## config.mk

```make
export PLATFORM = sky130hd
export DESIGN_NAME = adc_pair_sampler
export DESIGN_NICKNAME = d
export VERILOG_FILES = /design/src/rtl/adc_pkg.sv /design/src/rtl/adc_spi_frame.sv /design/src/rtl/adc_pair_sampler.sv
export SDC_FILE = /design/constraint.sdc
export NUM_CORES = 1
export LEC_CHECK = 0
export BUFFER_PORTS_ARGS = -buffer_cell sky130_fd_sc_hd__buf_2
export CELL_PAD_IN_SITES_DETAIL_PLACEMENT = 1
export CELL_PAD_IN_SITES_GLOBAL_PLACEMENT = 2
export CORE_UTILIZATION = 35
export CTS_CLUSTER_DIAMETER = 30
export DETAILED_ROUTE_END_ITERATION = 6
export GPL_TIMING_DRIVEN = 1
export PLACE_DENSITY = 0.83
export SETUP_SLACK_MARGIN = 0.1
export SYNTH_ARGS = -nofsm -noshare
export SYNTH_HDL_FRONTEND = slang
export SYNTH_SLANG_ARGS = --single-unit
```

## constraint.sdc

```tcl
create_clock -name clk -period 2.1 [get_ports clk]
set_input_delay 0.21 -clock clk [delete_from_list [all_inputs] [get_ports clk]]
set_output_delay 0.21 -clock clk [all_outputs]
set_load 0.1 [all_outputs]
```

## src/rtl/adc_pkg.sv

```systemverilog
// Shared ADC constants, output-format conversion and sampler FSM state encoding.
// Combinational helpers only; nothing here holds state or applies backpressure.
package adc_pkg;

    localparam logic [11:0] ADC_ZERO       = 12'h7FF;
    localparam int          ADC_FRAME_BITS = 16;
    localparam int          ADC_DATA_BITS  = 12;

    typedef enum logic [2:0] {
        ST_IDLE = 3'd0,
        ST_F1   = 3'd1,
        ST_GAP1 = 3'd2,
        ST_F2   = 3'd3,
        ST_DONE = 3'd4,
        ST_WAIT = 3'd5
    } state_t;

    // The ADC emits offset binary; downstream expects its bitwise inverse.
    function automatic logic [ADC_DATA_BITS-1:0] adc_fmt(input logic [ADC_DATA_BITS-1:0] raw);
        return raw ^ {ADC_DATA_BITS{1'b1}};
    endfunction

    function automatic logic [ADC_FRAME_BITS-1:0] adc_din_word(input logic [2:0] addr);
        return {2'b00, addr, 11'b0};
    endfunction

endpackage

```

## src/rtl/adc_spi_frame.sv

```systemverilog
// One 16-SCLK SPI frame per start pulse; done pulses on the clk cs_n rises, 32*CLK_DIV+2 clks after start.
// Starts arriving while a frame is running are ignored; no other backpressure.
module adc_spi_frame
    import adc_pkg::*;
#(
    parameter int CLK_DIV = 2
) (
    input  logic        clk,
    input  logic        rst,
    input  logic        i_start,
    input  logic [2:0]  i_addr,
    output logic        o_done,
    output logic [11:0] o_data,
    output logic        o_cs_n,
    output logic        o_sclk,
    output logic        o_din,
    input  logic        i_dout
);

    localparam int         TW        = (CLK_DIV > 1) ? $clog2(CLK_DIV) : 1;
    localparam logic [5:0] LAST_HALF = 6'(2 * ADC_FRAME_BITS);

    logic [TW-1:0] r_tick;
    logic [5:0]    r_half;
    logic [15:0]   r_tx;
    logic [11:0]   r_rx;
    logic          r_cs_n;
    logic          r_sclk;
    logic          r_din;
    logic          r_done;
    logic          w_tick_end;

    assign w_tick_end = (r_tick == TW'(CLK_DIV - 1));

    // Half 0 is the cs_n-to-first-fall lead; odd halves are SCLK low, even halves SCLK high.
    always_ff @(posedge clk or posedge rst) begin
        if (rst) begin
            r_tick <= '0;
            r_half <= '0;
            r_tx   <= '0;
            r_rx   <= '0;
            r_cs_n <= 1'b1;
            r_sclk <= 1'b1;
            r_din  <= 1'b0;
            r_done <= 1'b0;
        end else begin
            r_done <= 1'b0;
            if (r_cs_n) begin
                if (i_start) begin
                    r_cs_n <= 1'b0;
                    r_tick <= '0;
                    r_half <= '0;
                    r_tx   <= adc_din_word(i_addr);
                end
            end else if (r_half == LAST_HALF) begin
                r_cs_n <= 1'b1;
                r_done <= 1'b1;
            end else if (w_tick_end) begin
                r_tick <= '0;
                r_half <= r_half + 6'd1;
                if (!r_half[0]) begin
                    r_sclk <= 1'b0;
                    r_din  <= r_tx[15];
                    r_tx   <= {r_tx[14:0], 1'b0};
                end else begin
                    r_sclk <= 1'b1;
                    r_rx   <= {r_rx[10:0], i_dout};
                end
            end else begin
                r_tick <= r_tick + TW'(1);
            end
        end
    end

    assign o_done = r_done;
    assign o_data = r_rx;
    assign o_cs_n = r_cs_n;
    assign o_sclk = r_sclk;
    assign o_din  = r_din;

endmodule

```

## src/rtl/adc_pair_sampler.sv

```systemverilog
// Alternately converts igniter V and I over SPI, emitting a one-clk valid per pair every SAMPLE_PERIOD clks.
// No downstream backpressure: the consumer must take each pair on its valid pulse.
module adc_pair_sampler
    import adc_pkg::*;
#(
    parameter int         CLK_DIV       = 2,
    parameter int         SAMPLE_PERIOD = 192,
    parameter int         CS_GAP        = 2,
    parameter logic [2:0] V_CHAN        = 3'd0,
    parameter logic [2:0] I_CHAN        = 3'd1
) (
    input  logic        clk,
    input  logic        reset,
    input  logic        enable,
    output logic        adc_cs_n,
    output logic        adc_sclk,
    output logic        adc_din,
    input  logic        adc_dout,
    output logic        valid_out,
    output logic [11:0] v_out,
    output logic [11:0] i_out
);

    localparam int PW = $clog2(SAMPLE_PERIOD);
    localparam int GW = (CS_GAP > 1) ? $clog2(CS_GAP) : 1;

    state_t      r_state;
    logic [PW-1:0] r_period;
    logic [GW-1:0] r_gap;
    logic        r_primed;
    logic        r_start;
    logic [2:0]  r_addr;
    logic [11:0] r_v_raw;
    logic        r_valid;
    logic [11:0] r_v_out;
    logic [11:0] r_i_out;

    logic        w_done;
    logic [11:0] w_data;
    logic        w_period_end;

    assign w_period_end = (r_period == PW'(SAMPLE_PERIOD - 1));

    adc_spi_frame #(
        .CLK_DIV (CLK_DIV)
    ) u_frame (
        .clk     (clk),
        .rst     (reset),
        .i_start (r_start),
        .i_addr  (r_addr),
        .o_done  (w_done),
        .o_data  (w_data),
        .o_cs_n  (adc_cs_n),
        .o_sclk  (adc_sclk),
        .o_din   (adc_din),
        .i_dout  (adc_dout)
    );

    // The ADC answers one frame late: F1 addresses I and returns V, F2 addresses V and returns I.
    always_ff @(posedge clk or posedge reset) begin
        if (reset) begin
            r_state  <= ST_IDLE;
            r_period <= '0;
            r_gap    <= '0;
            r_primed <= 1'b0;
            r_start  <= 1'b0;
            r_addr   <= V_CHAN;
            r_v_raw  <= '0;
            r_valid  <= 1'b0;
            r_v_out  <= ADC_ZERO;
            r_i_out  <= ADC_ZERO;
        end else begin
            r_start <= 1'b0;
            r_valid <= 1'b0;
            if (r_state != ST_IDLE) begin
                r_period <= w_period_end ? '0 : r_period + PW'(1);
            end
            case (r_state)
                ST_IDLE: begin
                    if (enable) begin
                        r_state  <= ST_F1;
                        r_period <= '0;
                        r_start  <= 1'b1;
                        r_addr   <= I_CHAN;
                    end
                end
                ST_F1: begin
                    if (w_done) begin
                        r_v_raw <= w_data;
                        r_gap   <= '0;
                        r_state <= ST_GAP1;
                    end
                end
                ST_GAP1: begin
                    if (r_gap == GW'(CS_GAP - 1)) begin
                        r_state <= ST_F2;
                        r_start <= 1'b1;
                        r_addr  <= V_CHAN;
                    end else begin
                        r_gap <= r_gap + GW'(1);
                    end
                end
                ST_F2: begin
                    if (w_done) begin
                        r_state <= ST_DONE;
                        // Until one full pair has run, the ADC's leftover address is unknown.
                        if (r_primed) begin
                            r_valid <= 1'b1;
                            r_v_out <= adc_fmt(r_v_raw);
                            r_i_out <= adc_fmt(w_data);
                        end
                    end
                end
                ST_DONE: begin
                    r_primed <= 1'b1;
                    r_state  <= ST_WAIT;
                end
                ST_WAIT: begin
                    if (w_period_end) begin
                        if (enable) begin
                            r_state <= ST_F1;
                            r_start <= 1'b1;
                            r_addr  <= I_CHAN;
                        end else begin
                            r_state <= ST_IDLE;
                        end
                    end
                end
                default: r_state <= ST_IDLE;
            endcase
        end
    end

    assign valid_out = r_valid;
    assign v_out     = r_v_out;
    assign i_out     = r_i_out;

endmodule
```

* After elaboration in Yosys (flattened, before gate mapping)
Index checks and enable logic that the tools add are counted.
Word-level totals: register bits 93, logic and storage cells 101, input port bits 4
Cells by class: reduce and logical (&&, ||, !) cells 16, $add $sub $neg 4, eq/ne operators 15, multiplexer cells 43, bitwise operators 5
Operator list (number):
- 16-bit 2-to-1 mux | 5
- 8-bit 2-to-1 mux | 4
- 3-bit 2-to-1 mux | 8
- 6-bit 2-to-1 mux | 4
- 12-bit inverter | 2
- 1-bit 2-to-1 mux | 18
- 3-bit one-hot mux with 6 select lines | 1
- 3-bit AND reduction | 4
- 4-bit AND reduction | 3
- 2-bit != test (second input constant) | 5
- 3-bit one-hot mux with 3 select lines | 1
- 8-bit by 1-bit adder with 8-bit output (second input constant) | 1
- 8-bit equality test (second input constant) | 1
- 6-bit by 1-bit adder with 6-bit output (second input constant) | 1
- 3-bit by 2-bit equality test with 1-bit output (second input constant) | 2
- 3-bit equality test (second input constant) | 2
- 6-bit equality test (second input constant) | 1
- 2-bit by 1-bit != test with 1-bit output (second input constant) | 3
- 2-bit AND reduction | 3
- 3-bit nonzero test | 2
- 5-bit AND reduction | 1
- 2-bit nonzero test | 2
- 3-bit by 1-bit equality test with 1-bit output (second input constant) | 1
- 3-bit logical NOT | 1
- other kinds (4) | 7

* Logic depth before layout (Yosys ltp)
Gate-level depths: netlist (run 1).
depth in word-level cells 5, gate-level depth with buffers 8

* By module
From an unflattened synthesis (run 1), not the netlist that was laid out.
Second synthesis, totals: cells, all modules 297, area, all modules 3474.6 µm²
Modules (own cells, without submodules):
- adc_pair_sampler | sequential area each 1328.8 µm², area each 2163.3 µm², cells each 193, instances 1
- adc_spi_frame | sequential area each 703.2 µm², area each 1311.3 µm², cells each 104, instances 1

* Worst setup path before layout (run 1)
OpenSTA, ideal clock, no wires.
path type flip-flop to flip-flop, start point register u_frame.r_cs_n, in the netlist u_frame.o_cs_n, end point register u_frame.r_rx[0], in the netlist u_frame.o_data[0], required time 1.975 ns, path buffers 3, cell stages (with the launch flop) 7, path slack -0.024 ns, arrival time 1.998 ns, cell sequence dfstp_2 > clkbuf_1 > a21oi_2 > and3_4 > buf_6 > buf_8 > mux2_4
On the way: word-level cells in the longest chain between the ends 2
RTL lines:
- start: declaration | RTL line adc_spi_frame.sv:27 | logic r_cs_n;
- start signal: assignment | RTL line adc_spi_frame.sv:42 | r_cs_n <= 1'b1;
- start signal: assignment | RTL line adc_spi_frame.sv:50 | r_cs_n <= 1'b0;
- start signal: assignment | RTL line adc_spi_frame.sv:56 | r_cs_n <= 1'b1;
- 1-bit inverter (no source line)
- 4-bit AND reduction (no source line)
- end signal: assignment | RTL line adc_spi_frame.sv:67 | r_rx <= {r_rx[10:0], i_dout};
- end: declaration | RTL line adc_spi_frame.sv:26 | logic [11:0] r_rx;
No other way between the ends. A chain may end at the register's enable or synchronous reset.

* Worst setup path in the final report (run 1)
start point register u_frame.r_half[1], end point register u_frame.r_rx[4], in the netlist u_frame.o_data[4]
On the way: word-level cells in the longest chain between the ends 3
RTL lines:
- start: declaration | RTL line adc_spi_frame.sv:24 | logic [5:0] r_half;
- start signal: assignment | RTL line adc_spi_frame.sv:60 | r_half <= r_half + 6'd1;
- 6-bit equality test | RTL line adc_spi_frame.sv:55 | end else if (r_half == LAST_HALF) begin
- 1-bit inverter (no source line)
- 4-bit AND reduction (no source line)
No other way between the ends.

==> results.sh, run 1 <==
export IMPL_syn_to_final_growth_pct=16.4
export IMPL_netlist_area_leader_share=0.414
export IMPL_setup_worst_path_class="reg2reg"
export IMPL_avgSynthCellArea_sq_um=11.5
export IMPL_skew_ps=12.1
export IMPL_synthTopCellsByArea="dfrtp_1 (41%), dfstp_2 (19%), nand2_1 (6.0%), o21ai_0 (4.6%), mux2_4 (4.0%)"
export IMPL_rsz0062_at_grt="no"
export IMPL_drcViolationCount=0
export IMPL_fin_area_sq_um=3940
export IMPL_ys_top_cells_by_count="dfrtp_1 (56), nand2_1 (54), o21ai_0 (31)"
export IMPL_routed_via_count=2324
export IMPL_p_sw_uw=622
export IMPL_dr_pass1_iters=4
export IMPL_grt_usage=0.146
export IMPL_io_pins=32
export IMPL_worst_slew_pin_slew_ps=608
export IMPL_io_buffers=31
export IMPL_fin_crit_sh=0.897
export IMPL_rows=35
export IMPL_vias_per_cell=4.96
export IMPL_post_route_util=0.423
export IMPL_antenna_left=0
export IMPL_max_freq_mhz=531
export IMPL_hold_violations=0
export IMPL_power_share_switching=0.224
export IMPL_ys_seq_area_frac=0.600
export IMPL_power_internal_uw=2160
export IMPL_place_area_sq_um=3710
export IMPL_antenna_found_initial=0
export IMPL_die_w_um=100
export IMPL_clkLatencyLatePin_ps=350
export IMPL_cts_sinks=80
export IMPL_ir_drop_v=0.000301
export IMPL_syn_inst=294
export IMPL_seq_power_share=0.563
export IMPL_detail_route_wl_per_cell_um=14.3
export IMPL_synthArstFlopShare=1.00
export IMPL_cp_max_fo=6
export IMPL_cts_buffer_depth=2
export IMPL_clk_pin_slew_ps=90
export IMPL_period_needed_ps=1880
export IMPL_routabilityCongestion=0.743
export IMPL_hp_class="in2reg"
export IMPL_synth_edff_count=0
export IMPL_ctsResizeCount=0
export IMPL_power_density_nw_per_um2=705
export IMPL_cap_violations=0
export IMPL_numCtsBuffers=9
export IMPL_synth_most_common_cell="dfrtp_1"
export IMPL_synth_cell_area_sq_um=3390
export IMPL_p_clk_frac=0.417
export IMPL_grt_pass1_wl_um=11400
export IMPL_drive_gt1_frac=0.321
export IMPL_synth_flop_cell="dfrtp_1"
export IMPL_grt_max_degree=50
export IMPL_dieArea_sq_um=10100
export IMPL_power_leakage_uw=0.00180
export IMPL_yosys_area_top_type="dfrtp_1"
export IMPL_start_util=0.363
export IMPL_power_uw=2780
export IMPL_setup_viol=0
export IMPL_core_area_sq_um=9330
export IMPL_outcome="finished clean"
export IMPL_hpwl_um=4490
export IMPL_fin_setup_tns_ps=0
export IMPL_grt_pass1_vias=2379
export IMPL_diodes=0
export IMPL_die_h_um=100
export IMPL_grt_overflow_total=0
export IMPL_start_kind="register"
export IMPL_cts_tree="yes"
export IMPL_wirelength_um=6720
export IMPL_end_kind="register"
export IMPL_slew_violations=0
export IMPL_synth_cell_types=45
export IMPL_cp_data_required_time_ps=2330
export IMPL_cts_root_buf="clkbuf_8"
export IMPL_ys_warn_count=0
export IMPL_ys_ff_latch=80
export IMPL_cp_arrival_ps=2110
export IMPL_syn_num_nets=301
export IMPL_combPwrFrac=0.020
export IMPL_cts_max_level=3
export IMPL_max_slew_margin=0.592
export IMPL_drt_initial_drc_count=68
export IMPL_nets=342
-- cells by family after synthesis --
logic type | count (synthesis) | synth area share
XOR/XNOR | 6 | 0.0155
multiplexers | 28 | 0.102
AO/OA/AOI/OAI | 59 | 0.106
flip-flops | 80 | 0.600
AND/OR/NAND/NOR | 98 | 0.137
adder cells (fa/ha/maj) | 3 | 0.0111
buffers and inverters | 20 | 0.0288
-- critical path, cell delays in order, from the launching register on --
cell and delay [ps]:
dfrtp_1 400, inv_1 60, ha_1 180, nor4b_4 140, a21oi_2 290, and3_2 380, mux2_4 320
-- repair_timing --
item / 4_1_cts / 5_1_grt
setup buffers: 0 / 2
hold buffers: 1 / 0
endpoints found under the hold margin: 29 / 0
endpoints found under the setup margin: 0 / 8
-- metal layers --
layer / global-route usage / part of all wire / vias to the layer above / routed length (um)
li1: - / - / 1093 / -
met1: 0.191 / 0.46 / 1185 / 3090
met2: 0.234 / 0.50 / 34 / 3350
met3: 0.0251 / 0.020 / 12 / 133
met4: 0.0736 / 0.021 / 0 / 140
met5: 0 / 0 / - / 0
-- worst paths after layout --
path                                                    start                             to  slack, ps  cells past startpoint
min in group asynchronous                               reset          r_period[5]$_DFF_PP0_        530                      4
worst max register to register  u_frame.r_half[1]$_DFFE_PP0P_  u_frame.o_data[4]$_DFFE_PP0P_        220                      6
worst max-delay path            u_frame.r_half[1]$_DFFE_PP0P_  u_frame.o_data[4]$_DFFE_PP0P_        220                      6
worst min-delay path                                 adc_dout  u_frame.o_data[0]$_DFFE_PP0P_        100                      2
max in group asynchronous                               reset  u_frame.o_data[7]$_DFFE_PP0P_       1110                      4
worst min register to register         r_v_raw[8]$_DFFE_PP0P_           v_out[8]$_DFFE_PP1P_        420                      1
-- metrics by stage --
stage	std cells	setup WS (ps)	hold WS [ps]
6_report	469	216	105
5_1_grt	469	104	101
4_1_cts	466	193	89.6
3_5_place_dp	449	209	365
3_3_place_gp	449	324	359
2_1_floorplan	294	152	336
-- layout by cell type, fill, tap and decap left out, types with 8 or more instances in the layout --
master,Yosys,routed
dfrtp_1,56,56
buf_4,0,10
o21ai_1,8,8
mux2_2,12,12
clkbuf_8,0,10
mux2_4,9,9
o21ai_0,31,31
buf_2,3,31
dfstp_2,24,23
nor2_1,14,14
nand2_1,54,54
-- flip-flops by register name, summed over array words and instances (netlist names), 3 cells and up --
register / flops
u_frame.r_tx: 5
v_out: 12
r_state: 3
i_out: 12
r_v_raw: 12
u_frame.r_half: 6
u_frame.o_data: 12
r_period: 8
-- power by group through the flow --
stage / sequential, uW / clock (uW) / combinational, uW
5_1_grt: 1570 / 1250 / 65.3
2_1_floorplan: 1590 / 0 / 39.4
3_5_place_dp: 1600 / 0 / 58.1
4_1_cts: 1570 / 1200 / 59.7
6_report: 1570 / 1160 / 56.6
3_3_place_gp: 1590 / 0 / 55.9
-- final cells by class --
class	instances	area, sq um
Inverter	7	30.0
Fill cell	1049	5380
Clock buffer	10	138
Tap cell	129	161
Multi-Input combinational cell	195	1270
Clock inverter	6	67.6
Timing Repair Buffer	42	240
Sequential cell	80	2040
No activity file was read; power rests on OpenSTA's default activity.
==> run 2, diff against run 1 <==
Settings changed: BUFFER_PORTS_ARGS -buffer_cell sky130_fd_sc_hd__buf_2 to -buffer_cell sky130_fd_sc_hd__buf_4.
==> run 2 against run 1 <==
Against the previous run:
- first-iteration DRC count decreased by 37%
- non-clock buffer count decreased by 2
- combinational power increased by 9.0%
- critical path depth unchanged
- via count decreased by 2.8%
- largest power group unchanged
- final area increased by 1.6%
- sequential share of layout area decreased by 0.81 points
- total power decreased by 2.3%
- clock skew decreased by 1.3 ps
- die area unchanged
==> results.sh, run 2 (synthesis results as in run 1) <==
export IMPL_power_internal_uw=2110
export IMPL_hold_ws_ps=106
export IMPL_skew_ps=10.7
export IMPL_grt_overflow_total=0
export IMPL_met2_length_um=3170
export IMPL_antenna_left=0
export IMPL_fillCellCount=1036
export IMPL_worst_slew_pin_slew_ps=549
export IMPL_layout_common_cells="dfrtp_1 (56), nand2_1 (54), buf_4 (38)"
export IMPL_p_sw_uw=608
export IMPL_p_clk_frac=0.401
export IMPL_cts_max_level=3
export IMPL_grt_pass1_vias=2258
export IMPL_slew_violations=0
export IMPL_cp_max_fo=6
export IMPL_cap_violations=0
export IMPL_regArea_sq_um=2040
export IMPL_met3_length_um=144
export IMPL_detail_route_wl_per_cell_um=14.2
export IMPL_end_kind="register"
export IMPL_cts_sinks=80
export IMPL_ff2ff_setup_slack_ps=230
export IMPL_routed_via_count=2259
export IMPL_top_layer_used="met4"
export IMPL_cts_buffer_depth=2
export IMPL_ctsResizeCount=0
export IMPL_cts_root_buf="clkbuf_8"
export IMPL_multi_input_area_sq_um=1270
export IMPL_r2r_start="u_frame.r_half[1]$_DFFE_PP0P_"
export IMPL_critPathLaunch="u_frame.r_half[1]$_DFFE_PP0P_"
export IMPL_cp_data_required_time_ps=2330
export IMPL_wl_met1_um=3200
export IMPL_post_route_util=0.430
export IMPL_dieArea_sq_um=10100
export IMPL_setup_viol=0
export IMPL_numCtsBuffers=9
export IMPL_fin_setup_tns_ps=0
export IMPL_rows=35
export IMPL_dr_pass1_iters=4
export IMPL_grt_pass1_wl_um=11400
export IMPL_hp_class="in2reg"
export IMPL_grt_usage=0.146
export IMPL_r2r_end="u_frame.o_data[5]$_DFFE_PP0P_"
export IMPL_wirelength_um=6650
export IMPL_hpwl_um=4450
export IMPL_clkLatencyLatePin_ps=350
export IMPL_seq_power_share=0.576
export IMPL_max_freq_mhz=535
export IMPL_die_h_um=100
export IMPL_period_needed_ps=1870
export IMPL_postCtsSetupBuffers=0
export IMPL_syn_to_final_growth_pct=18.2
export IMPL_layout_commonest_cell="dfrtp_1"
export IMPL_power_density_nw_per_um2=678
export IMPL_vias_per_cell=4.84
export IMPL_drt_initial_drc_count=43
export IMPL_setup_worst_path_class="reg2reg"
export IMPL_start_util=0.363
export IMPL_io_pins=32
export IMPL_crit_path_end="u_frame.o_data[5]$_DFFE_PP0P_"
export IMPL_outcome="finished clean"
export IMPL_diodes=0
export IMPL_routabilityCongestion=0.729
export IMPL_power_share_switching=0.224
export IMPL_rsz0062_at_grt="no"
export IMPL_hold_violations=0
export IMPL_ir_drop_v=0.000324
export IMPL_r2r_cells=6
export IMPL_combPwrFrac=0.023
export IMPL_grt_max_degree=50
export IMPL_cp_arrival_ps=2100
export IMPL_start_kind="register"
export IMPL_max_slew_margin=0.631
export IMPL_nets=340
export IMPL_drive_gt1_frac=0.314
export IMPL_fin_crit_sh=0.890
export IMPL_cts_tree="yes"
export IMPL_drcViolationCount=0
export IMPL_antenna_found_initial=0
export IMPL_clk_pin_slew_ps=80
export IMPL_die_w_um=100
export IMPL_power_leakage_uw=0.00179
export IMPL_io_buffers=31
export IMPL_core_area_sq_um=9330
run 2: what timing repair did:
item                       CTS  global route
hold endpoints to repair    11             0
setup endpoints to repair    0             1
hold buffers                 1             0
run 2: worst min-delay path by stage:
| stage | startpoint | end | slack (ps) | cells past startpoint |
|---|---|---|---|---|
| 2_1_floorplan | enable | r_start$_DFF_PP0_ | 340 | 2 |
| 3_3_place_gp | reset | r_period[3]$_DFF_PP0_ | 210 | 2 |
| 3_5_place_dp | reset | r_period[2]$_DFF_PP0_ | 220 | 2 |
| 4_1_cts | adc_dout | u_frame.o_data[0]$_DFFE_PP0P_ | 90 | 2 |
| 5_1_grt | adc_dout | u_frame.o_data[0]$_DFFE_PP0P_ | 90 | 2 |
| 6_report | adc_dout | u_frame.o_data[0]$_DFFE_PP0P_ | 110 | 2 |
run 2: critical path: stages (launching register included):
cell and delay [ps]:
dfrtp_1 400, inv_1 60, ha_1 170, nor4b_4 150, a21oi_2 290, and3_2 370, mux2_4 320
run 2: stage by stage:
| stage | cell area (sq um) | power (uW) | instances | worst slack (ps) |
|---|---|---|---|---|
| floorplan | 3400 | 1630 | 294 | 152 |
| global placement | 3800 | 1660 | 449 | 316 |
| detailed placement | 3800 | 1660 | 449 | 255 |
| CTS | 4000 | 2750 | 466 | 214 |
| global route | 4010 | 2830 | 467 | 106 |
| finish | 4010 | 2720 | 467 | 232 |
run 2: layout make-up:
| type | instances | share of cell area |
|---|---|---|
| Sequential cell | 80 | 0.508 |
| Multi-Input combinational cell | 195 | 0.317 |
| Timing Repair Buffer | 40 | 0.0787 |
| Clock buffer | 13 | 0.0422 |
| Tap cell | 129 | 0.0403 |
| Inverter | 7 | 0.00750 |
| Clock inverter | 3 | 0.00593 |
run 2: layer usage:
| layer | global-route usage | vias up |
|---|---|---|
| met5 | 0 | - |
| met4 | 0.0702 | 0 |
| met3 | 0.0272 | 11 |
| met2 | 0.230 | 31 |
| met1 | 0.195 | 1128 |
| li1 | - | 1089 |
run 2: power by group through the flow:
| stage | combinational, uW | clock [uW] | sequential [uW] |
|---|---|---|---|
| after floorplan | 39.4 | 0 | 1590 |
| after global placement | 61.3 | 0 | 1590 |
| after detailed placement | 62.9 | 0 | 1600 |
| after CTS | 64.7 | 1120 | 1570 |
| after global routing | 71.3 | 1190 | 1570 |
| final | 61.7 | 1090 | 1570 |
==> run 3, diff against run 2 <==
Settings changed: RECOVER_POWER from default to 25.
==> run 3 against run 2 <==
Against the previous run:
- via count grew 0.22%
- hold slack is essentially flat
- worst setup slack lost 0.77 ps
==> results.sh, run 3 (synthesis results as in run 1) <==
export IMPL_nets=340
export IMPL_vias_per_cell=4.85
export IMPL_diodes=0
export IMPL_max_slew_margin=0.565
export IMPL_place_area_sq_um=3800
export IMPL_die_h_um=100
export IMPL_wirelength_um=6630
export IMPL_end_kind="register"
export IMPL_grt_overflow_total=0
export IMPL_drcViolationCount=0
export IMPL_layout_common_cells="dfrtp_1 (56), nand2_1 (54), buf_4 (35)"
export IMPL_hold_path_startpoint="adc_dout"
export IMPL_cp_arrival_ps=2100
export IMPL_start_util=0.363
export IMPL_period_needed_ps=1870
export IMPL_cp_max_fo=6
export IMPL_setup_viol=0
export IMPL_dr_pass1_iters=4
export IMPL_layout_commonest_cell="dfrtp_1"
export IMPL_max_freq_mhz=535
export IMPL_ir_drop_v=0.000326
export IMPL_clkLatencyLatePin_ps=350
export IMPL_drive_gt1_frac=0.311
export IMPL_power_density_nw_per_um2=681
export IMPL_dieArea_sq_um=10100
export IMPL_hold_violations=0
export IMPL_routed_via_count=2264
export IMPL_grt_usage=0.146
export IMPL_syn_to_final_growth_pct=17.6
export IMPL_io_pins=32
export IMPL_fin_setup_tns_ps=0
export IMPL_cts_root_buf="clkbuf_8"
export IMPL_antenna_left=0
export IMPL_cp_data_required_time_ps=2330
export IMPL_numCtsBuffers=9
export IMPL_setup_worst_path_class="reg2reg"
export IMPL_cts_max_level=3
export IMPL_rsz0062_at_grt="no"
export IMPL_antenna_found_initial=0
export IMPL_fin_area_sq_um=3990
export IMPL_cts_sinks=80
export IMPL_cts_buffer_depth=2
export IMPL_cts_tree="yes"
export IMPL_slew_violations=0
export IMPL_hp_class="in2reg"
export IMPL_io_buffers=31
export IMPL_worst_slew_pin_slew_ps=649
export IMPL_skew_ps=10.5
export IMPL_outcome="finished clean"
export IMPL_power_leakage_uw=0.00178
export IMPL_rows=35
export IMPL_routabilityCongestion=0.729
export IMPL_postCtsSetupBuffers=0
export IMPL_fin_crit_sh=0.890
export IMPL_die_w_um=100
export IMPL_critPathLaunch="u_frame.r_half[1]$_DFFE_PP0P_"
export IMPL_clk_pin_slew_ps=80
export IMPL_drt_initial_drc_count=49
export IMPL_grt_pass1_wl_um=11400
export IMPL_grt_pass1_vias=2258
export IMPL_hpwl_um=4450
export IMPL_core_area_sq_um=9330
export IMPL_detail_route_wl_per_cell_um=14.2
export IMPL_grt_max_degree=50
export IMPL_cap_violations=0
export IMPL_start_kind="register"
export IMPL_r2r_start="u_frame.r_half[1]$_DFFE_PP0P_"
## run 3: cell types whose count changed in the layout (fill, tap and decap cells not counted), sizes merged
| cell | previous run | this run |
|---|---|---|
| clkbuf | 13 | 17 |
| buf | 39 | 35 |
## run 3: final timing paths
check	slack (ps)	cells after the start	end
max	230	6	u_frame.o_data[5]$_DFFE_PP0P_
max in group asynchronous	560	4	r_v_raw[6]$_DFFE_PP0P_
min	110	2	u_frame.o_data[0]$_DFFE_PP0P_
min in group asynchronous	480	3	r_period[4]$_DFF_PP0_
min reg2reg	410	1	v_out[8]$_DFFE_PP1P_
max reg2reg	230	6	u_frame.o_data[5]$_DFFE_PP0P_
## run 3: what timing repair did
item                                   CTS  global route
setup endpoints to repair                0             1
resized for setup                        0             0
hold buffers                             1             0
endpoints found under the hold margin   11             0
## run 3: layout make-up
type                    instances  area [sq um]
fillers                      1039          5340
clock inverters                 3          23.8
well taps                     129           161
clock buffers                  13           169
inverters                       7          27.5
repair buffers                 40           297
multi-input cells             195          1270
flip-flops and latches         80          2040
## run 3: metrics by stage
step / hold WS, ps / utilization / instances / power, uW / worst slack (ps)
final: 106 / 0.427 / 467 / 2710 / 231
after global routing: 89.5 / 0.427 / 467 / 2830 / 106
after CTS: 90.4 / 0.429 / 466 / 2750 / 214
after detailed placement: 217 / 0.407 / 449 / 1660 / 255
after global placement: 215 / 0.407 / 449 / 1660 / 316
after floorplan: 336 / - / 294 / 1630 / 152
## run 3: power by group
part	leakage [uW]	internal, uW	switching [uW]
logic	0.000706	20.9	35.9
clock network	0.0000923	532	560
registers	0.000979	1550	13.0
## run 3: worst max-delay path, cell delays in order, from the launching register on
cell	delay [ps]
dfrtp_1	400
inv_1	60
ha_1	170
nor4b_4	150
a21oi_2	290
and3_2	370
mux2_4	320
## run 3: layer usage
metal	wire, um	part of all wire	global-route usage
met5	0	0	0
met4	140	0.021	0.0702
met3	147	0.022	0.0272
met2	3180	0.48	0.230
met1	3160	0.48	0.195
